[src/rtl/simpson_aux_unit.sv]
// simpson_aux_unit: button debouncer, display clock-enable divider and three cubic evaluators
// Ports:
//   clk, rst_n          clock and synchronous active-low reset
//   btn                 raw bouncing push-button level (asynchronous)
//   press               one-cycle pulse per debounced 0->1 press
//   disp_ce             one-cycle enable every DIV_CYCLES cycles
//   a0..a3              shared cubic coefficients (constant .. cubic term)
//   x1..x3 / y1..y3     evaluation points and combinational polynomial values
module simpson_aux_unit #(
  parameter int DIV_CYCLES      = 100000,
  parameter int DEBOUNCE_CYCLES = 1000000
) (
  input  logic        clk,
  input  logic        rst_n,
  input  logic        btn,
  output logic        press,
  output logic        disp_ce,
  input  logic [15:0] a0,
  input  logic [15:0] a1,
  input  logic [15:0] a2,
  input  logic [15:0] a3,
  input  logic [15:0] x1,
  input  logic [15:0] x2,
  input  logic [15:0] x3,
  output logic [15:0] y1,
  output logic [15:0] y2,
  output logic [15:0] y3
);
  localparam int DBW = $clog2(DEBOUNCE_CYCLES + 1);
  localparam int DVW = $clog2(DIV_CYCLES);
  localparam logic [DBW-1:0] DB_MAX = DBW'(DEBOUNCE_CYCLES - 1);
  localparam logic [DVW-1:0] DV_MAX = DVW'(DIV_CYCLES - 1);

  logic [1:0]     r_sync;
  logic           r_lvl;
  logic           r_lvl_d;
  logic [DBW-1:0] r_cnt;
  logic [DVW-1:0] r_div;
  logic           w_btn_s;

  assign w_btn_s = r_sync[1];

  // Counter only runs while the synchronized level disagrees with the accepted one,
  // so any bounce back to the accepted level restarts the qualification window.
  // press fires the cycle after the accepted level rises.
  always_ff @(posedge clk) begin
    if (!rst_n) begin
      r_sync  <= 2'b00;
      r_lvl   <= 1'b0;
      r_lvl_d <= 1'b0;
      r_cnt   <= '0;
      press   <= 1'b0;
    end else begin
      r_sync  <= {r_sync[0], btn};
      r_lvl_d <= r_lvl;
      press   <= r_lvl & ~r_lvl_d;
      if (w_btn_s == r_lvl) r_cnt <= '0;
      else if (r_cnt == DB_MAX) begin
        r_lvl <= w_btn_s;
        r_cnt <= '0;
      end else r_cnt <= r_cnt + 1'b1;
    end
  end

  always_ff @(posedge clk) begin
    if (!rst_n) begin
      r_div   <= '0;
      disp_ce <= 1'b0;
    end else begin
      disp_ce <= r_div == DV_MAX;
      r_div   <= (r_div == DV_MAX) ? '0 : r_div + 1'b1;
    end
  end

  // Horner evaluation; every product and sum wraps modulo 2^16.
  function automatic logic [15:0] horner(input logic [15:0] x, c0, c1, c2, c3);
    logic [15:0] t;
    t = c3 * x + c2;
    t = t * x + c1;
    t = t * x + c0;
    return t;
  endfunction

  assign y1 = horner(x1, a0, a1, a2, a3);
  assign y2 = horner(x2, a0, a1, a2, a3);
  assign y3 = horner(x3, a0, a1, a2, a3);
endmodule

[config.mk]
export PLATFORM = sky130hd
export DESIGN_NAME = simpson_aux_unit
export DESIGN_NICKNAME = d
export VERILOG_FILES = /design/src/rtl/simpson_aux_unit.sv
export SDC_FILE = /design/constraint.sdc
export NUM_CORES = 2
export LEC_CHECK = 0
export ABC_AREA = 1
export BUFFER_PORTS_ARGS = -buffer_cell sky130_fd_sc_hd__buf_4
export CORE_UTILIZATION = 55
export DETAILED_ROUTE_END_ITERATION = 8
export GPL_ROUTABILITY_DRIVEN = 0
export PLACE_DENSITY = 0.81
export SYNTH_ARGS = -nofsm -noshare
export SYNTH_HDL_FRONTEND = slang
export SYNTH_SLANG_ARGS = --single-unit
[constraint.sdc]
create_clock -name clk -period 24.6 [get_ports clk]
set_clock_uncertainty 0.15 [all_clocks]
set_input_delay 2.46 -clock clk [delete_from_list [all_inputs] [get_ports clk]]
set_output_delay 2.46 -clock clk [all_outputs]
set_load 0.005 [all_outputs]
### Word-level counts from Yosys, hierarchy flattened

Index checks and enable logic that the tools add are counted.

| word-level totals | value |
|---|---|
| latch bits | 0 |
| memories kept | 0 |
| output and inout bits | 50 |
| bits in writable memories | 0 |
| logic and storage cells | 37 |
| register bits | 43 |
| bits of input ports | 115 |
| ROM bits | 0 |

| operators by class | value |
|---|---|
| shifts and indexed selects | 0 |
| div/mod/pow operators | 0 |
| bitwise operators | 4 |
| multiply operators | 9 |
| reduce and logical (&&, ||, !) cells | 3 |
| add/sub/neg operators | 11 |
| $lt $le $gt $ge | 0 |
| muxes and demuxes | 0 |
| equality and inequality tests | 3 |

Operator list:

| kind | number |
|---|---|
| adder 16 bit | 9 |
| multiplier 16 x 16 -> 16 bit | 9 |
| adder 20 x 1 -> 20 bit (second input constant) | 1 |
| == test 20 bit (second input constant) | 1 |
| adder 17 x 1 -> 17 bit (second input constant) | 1 |
| == test 17 bit (second input constant) | 1 |
| inverter 1 bit | 3 |
| OR reduction 3 bit | 1 |
| AND reduction 2 bit | 1 |
| OR reduction 2 bit | 1 |
| bitwise AND 1 bit | 1 |
| == test 1 bit | 1 |

### Logic depth before layout (Yosys ltp)

| logic depth | value |
|---|---|
| depth after elaboration | 6 |
| depth in mapped cells | 69 |
| depth with buffers taken out | 67 |

### Worst setup path after synthesis

Ideal clock, no wire load.

| timing | value |
|---|---|
| path type | input -> output |
| start | input x3[1] |
| end | output y3[15] |
| slack | 6.581 ns |
| required time | 21.990 ns |
| stages on the path | 63 |
| buffers on the path | 2 |
| arrival | 15.409 ns |
| cell sequence | clkbuf_1 buf_1 nand2_1 fa_1 fa_1 inv_1 ha_1 inv_1 fa_1 fa_1 fa_1 inv_1 ha_1 nand2_1 inv_1 nand2_1 nand2_1 inv_1 [... 27 more ...] inv_1 fa_1 fa_1 inv_1 ha_1 nand2_1 nor2_1 nand4_1 o2111ai_1 xor2_1 inv_1 nand2_1 nand2_1 nand2_1 nand2_1 nand2_1 nand2_1 inv_1 |

| between the ends | value |
|---|---|
| cells in the longest elaborated chain, start to end | 6 |

Ends and longest elaborated chain:

| item | RTL line | source |
|---|---|---|
| start, declared | 24 | `input logic [15:0] x3,` |
| multiplier 16 x 16 -> 16 bit | 78 | `t = c3 * x + c2;` |
| adder 16 bit | 78 |  |
| multiplier 16 x 16 -> 16 bit | 79 | `t = t * x + c1;` |
| adder 16 bit | 79 |  |
| multiplier 16 x 16 -> 16 bit (*) | 80 | `t = t * x + c0;` |
| adder 16 bit (*) | 80 |  |
| end, declared | 27 | `output logic [15:0] y3` |

Every way passes the cells marked *; elsewhere a longest branch is shown, timed or not.

### Worst setup path in the final report

| timing | value |
|---|---|
| start | input x1[1] |
| end | output y1[15] |

| between the ends | value |
|---|---|
| cells in the longest elaborated chain, start to end | 6 |

Ends and longest elaborated chain:

| item | RTL line | source |
|---|---|---|
| start, declared | 22 | `input logic [15:0] x1,` |
| multiplier 16 x 16 -> 16 bit | 78 |  |
| adder 16 bit | 78 |  |
| multiplier 16 x 16 -> 16 bit | 79 |  |
| adder 16 bit | 79 |  |
| multiplier 16 x 16 -> 16 bit (*) | 80 |  |
| adder 16 bit (*) | 80 |  |
| end, declared | 25 | `output logic [15:0] y1,` |

Marked as above.

==> results_dict.tcl <==
set metrics [dict create \
    timing.critical_path.slowest_cell_delay_ps 550 \
    track_usage_pct 30.5 \
    clkLatencyLatePin_ps 280 \
    number_of_clock_sinks_seen_by_cts 43 \
    slowest_stage "fa_1" \
    floorplan.rows 102 \
    asyncSetResetFlopFracSynth_pct 0 \
    worstPathArrival_ps 16470 \
    post_cts_hold_buffer_count 0 \
    dpl.cell_count 7046 \
    wl_per_cell_um 16.7 \
    setup_repair_after_global_routing_missed_its_margin "false" \
    hold_violations 0 \
    share_of_the_synthesized_area_in_the_top_cell_type_pct 39.1 \
    slew-limit-headroom_pct 41.8 \
    timing.critical_path.to_type "primary output" \
    final_antenna_net_count 0 \
    die_outline_area_um2 79800 \
    min_period_over_period_pct 77.6 \
    cts_tree "built" \
    crit_path_end "y1[15]" \
    critical_path_fanouts_max 38 \
    numPortBuffers 164 \
    synth.ff_latch_count 43 \
    origin_of_the_worst_setup_path "x1[1]" \
    post-route-drc-count 0 \
    period_needed_ps 19080 \
    drive_gt1_share_pct 3.66 \
    floorplan.io_pins 165 \
    cts.path.max_buffers 2 \
    ys_seq_area_share_pct 1.99 \
    finalWirelength_mm 118 \
    worstPathRequired_ps 21990 \
    fp.dieW_um 282 \
    result_of_the_run "complete, no violations" \
    final_nets 7444 \
    overflow 0 \
    max_cap_violations 0 \
    number_of_post_cts_setup_repair_buffers 0 \
    timing_worst_slew_pin_value_ps 871 \
    top_flip_flop_cell_by_instance_count_after_synthesis "dfxtp_1" \
    yosys.cell_types.count 53 \
    instances_no_fill 7056 \
    reg2reg_slack_ps 21880 \
    routed-via-count 36673 \
    first_iter_violations 2955 \
    mostFrequentLayoutCell "inv_1" \
    cts_buffers 5 \
    dp_hpwl_mm 98.1 \
    cts_root_buffer "clkbuf_16" \
    grt_antenna_before_repair 3 \
    total_standard_cell_area_after_synthesis_um2 43300 \
    netlist.top_cell.by_area "fa_1" \
    timing_max_transition_violations_final 0 \
    initial_utilization_pct 55.8 \
    grt_start_max_net_pins 49 \
    synth_cells 6029 \
    syn_area_per_cell_um2 7.18 \
    min-delay-path-class "reg2reg" \
    yosys_warnings 0 \
    cts_htree_levels 2 \
    setup_viol 0 \
    r2r-end "r_cnt[18]$_SDFF_PP0_" \
    cp-start-kind "primary input" \
    timing.fmax_mhz 52.4 \
    fin_setup_tns_ps 0 \
    most-common-layout-cells "1,881 x inv_1, 1,563 x nand2_1, 846 x fa_1" \
    critPathMostFrequentCell "fa_1" \
    core_um2 77600 \
    number_of_synthesized_flops_with_an_enable_pin 0 \
    synth.area.top_cells "fa_1 39%, inv_1 16%, ha_1 14%" \
    worst_r2r_startpoint "r_cnt[0]$_SDFF_PP0_" \
    grt_first_pass_wirelength_mm 190 \
    drt_first_pass_iters 6 \
    vias_per_cell 5.20 \
    cts_resized 0 \
    die_y_um 282 \
    criticalPathCategory "in2out" \
    mappedNetlistNets 7460 \
    worst_setup_hold_path_clk_slew_ps 50 \
    areaGrowthSynthToFinish_pct 4.53 \
    worstRegToRegCells 15 \
    first_global_vias 38184 \
]
## sequential cells by signal (all words and copies together), names as in the netlist
register  cells
disp_ce       1
press         1
r_cnt        20
r_div        17
r_lvl         1
r_lvl_d       1
r_sync        2
## critical path, delay by kind of cell
| kind | cells | cell delay [ps] |
|---|---|---|
| fa+ha+maj | 21 | 9690 |
| compound gates | 4 | 830 |
| simple gates | 15 | 1550 |
| xor+xnor | 2 | 510 |
| buf+inv | 15 | 1370 |
## through the flow
stage / hold WS (ps) / utilization (%) / worst slack [ps] / area (um2)
finish: 242 / 58.3 / 5520 / 45200
global route: 258 / 58.3 / 4630 / 45200
CTS: 246 / 58.3 / 5610 / 45200
detailed placement: 234 / 58.1 / 5650 / 45100
global placement: 226 / 58.1 / 5880 / 45100
floorplan: 218 / - / 6580 / 43300
## how the worst min path moves through the flow
stage          slack [ps]                from                to  cells past startpoint
2_1_floorplan         220  r_lvl_d$_SDFF_PN0_  press$_SDFF_PN0_                      1
5_1_grt               260  r_lvl_d$_SDFF_PN0_  press$_SDFF_PN0_                      1
3_5_place_dp          230  r_lvl_d$_SDFF_PN0_  press$_SDFF_PN0_                      1
3_3_place_gp          230  r_lvl_d$_SDFF_PN0_  press$_SDFF_PN0_                      1
6_report              240  r_lvl_d$_SDFF_PN0_  press$_SDFF_PN0_                      1
4_1_cts               250  r_lvl_d$_SDFF_PN0_  press$_SDFF_PN0_                      1
## area by class of cell
type / instances / area [um2]
fill: 7002 / 32400
clock inverter: 1 / 5.00
tap: 1040 / 1300
timing repair buffer: 164 / 1230
inverter: 1907 / 7160
multi-input combinational: 3892 / 34500
sequential: 43 / 861
clock buffer: 6 / 139
antenna: 3 / 7.51
## metal layers
| layer | vias up | GRT usage, % | share of wire, % |
|---|---|---|---|
| met3 | 378 | 6.41 | 10 |
| li1 | 17001 | - | - |
| met1 | 17642 | 36.6 | 37 |
| met5 | - | 0 | 0 |
| met4 | 0 | 18.1 | 7.1 |
| met2 | 1652 | 50.5 | 46 |
## cell families (layout without fill, tap and decap cells)
kind of cell	after synthesis	in the layout	synth area share (%)
simple gates	2195	2195	20.4
buf+inv	2094	2078	18.2
fa+ha+maj	1316	1316	52.7
xor+xnor	198	198	4.26
compound gates	183	183	2.36
flops	43	43	1.99
other cells	0	3	0
## cell usage after synthesis (4+ instances only)
| library cell | number |
|---|---|
| nand2_2 | 7 |
| o21ai_0 | 44 |
| o21ai_1 | 7 |
| xnor2_1 | 95 |
| nor3_1 | 10 |
| or2_1 | 10 |
| nand3b_1 | 26 |
| nor2_1 | 320 |
| fa_1 | 846 |
| inv_2 | 16 |
| nor4_1 | 7 |
| ha_1 | 470 |
| nor3b_1 | 11 |
| nand2_1 | 1563 |
| inv_1 | 1881 |
| o21a_1 | 4 |
| or2_2 | 7 |
| clkbuf_1 | 125 |
| a21oi_1 | 93 |
| dfxtp_1 | 43 |
| clkinv_1 | 9 |
| buf_1 | 43 |
| o21bai_1 | 11 |
| nand4_1 | 30 |
| xor2_1 | 93 |
| and2_1 | 4 |
| buf_2 | 19 |
| nand3_1 | 187 |
Power is not shown: default switching activity piles up to over one toggle a cycle in this logic, so the estimate is an artifact.
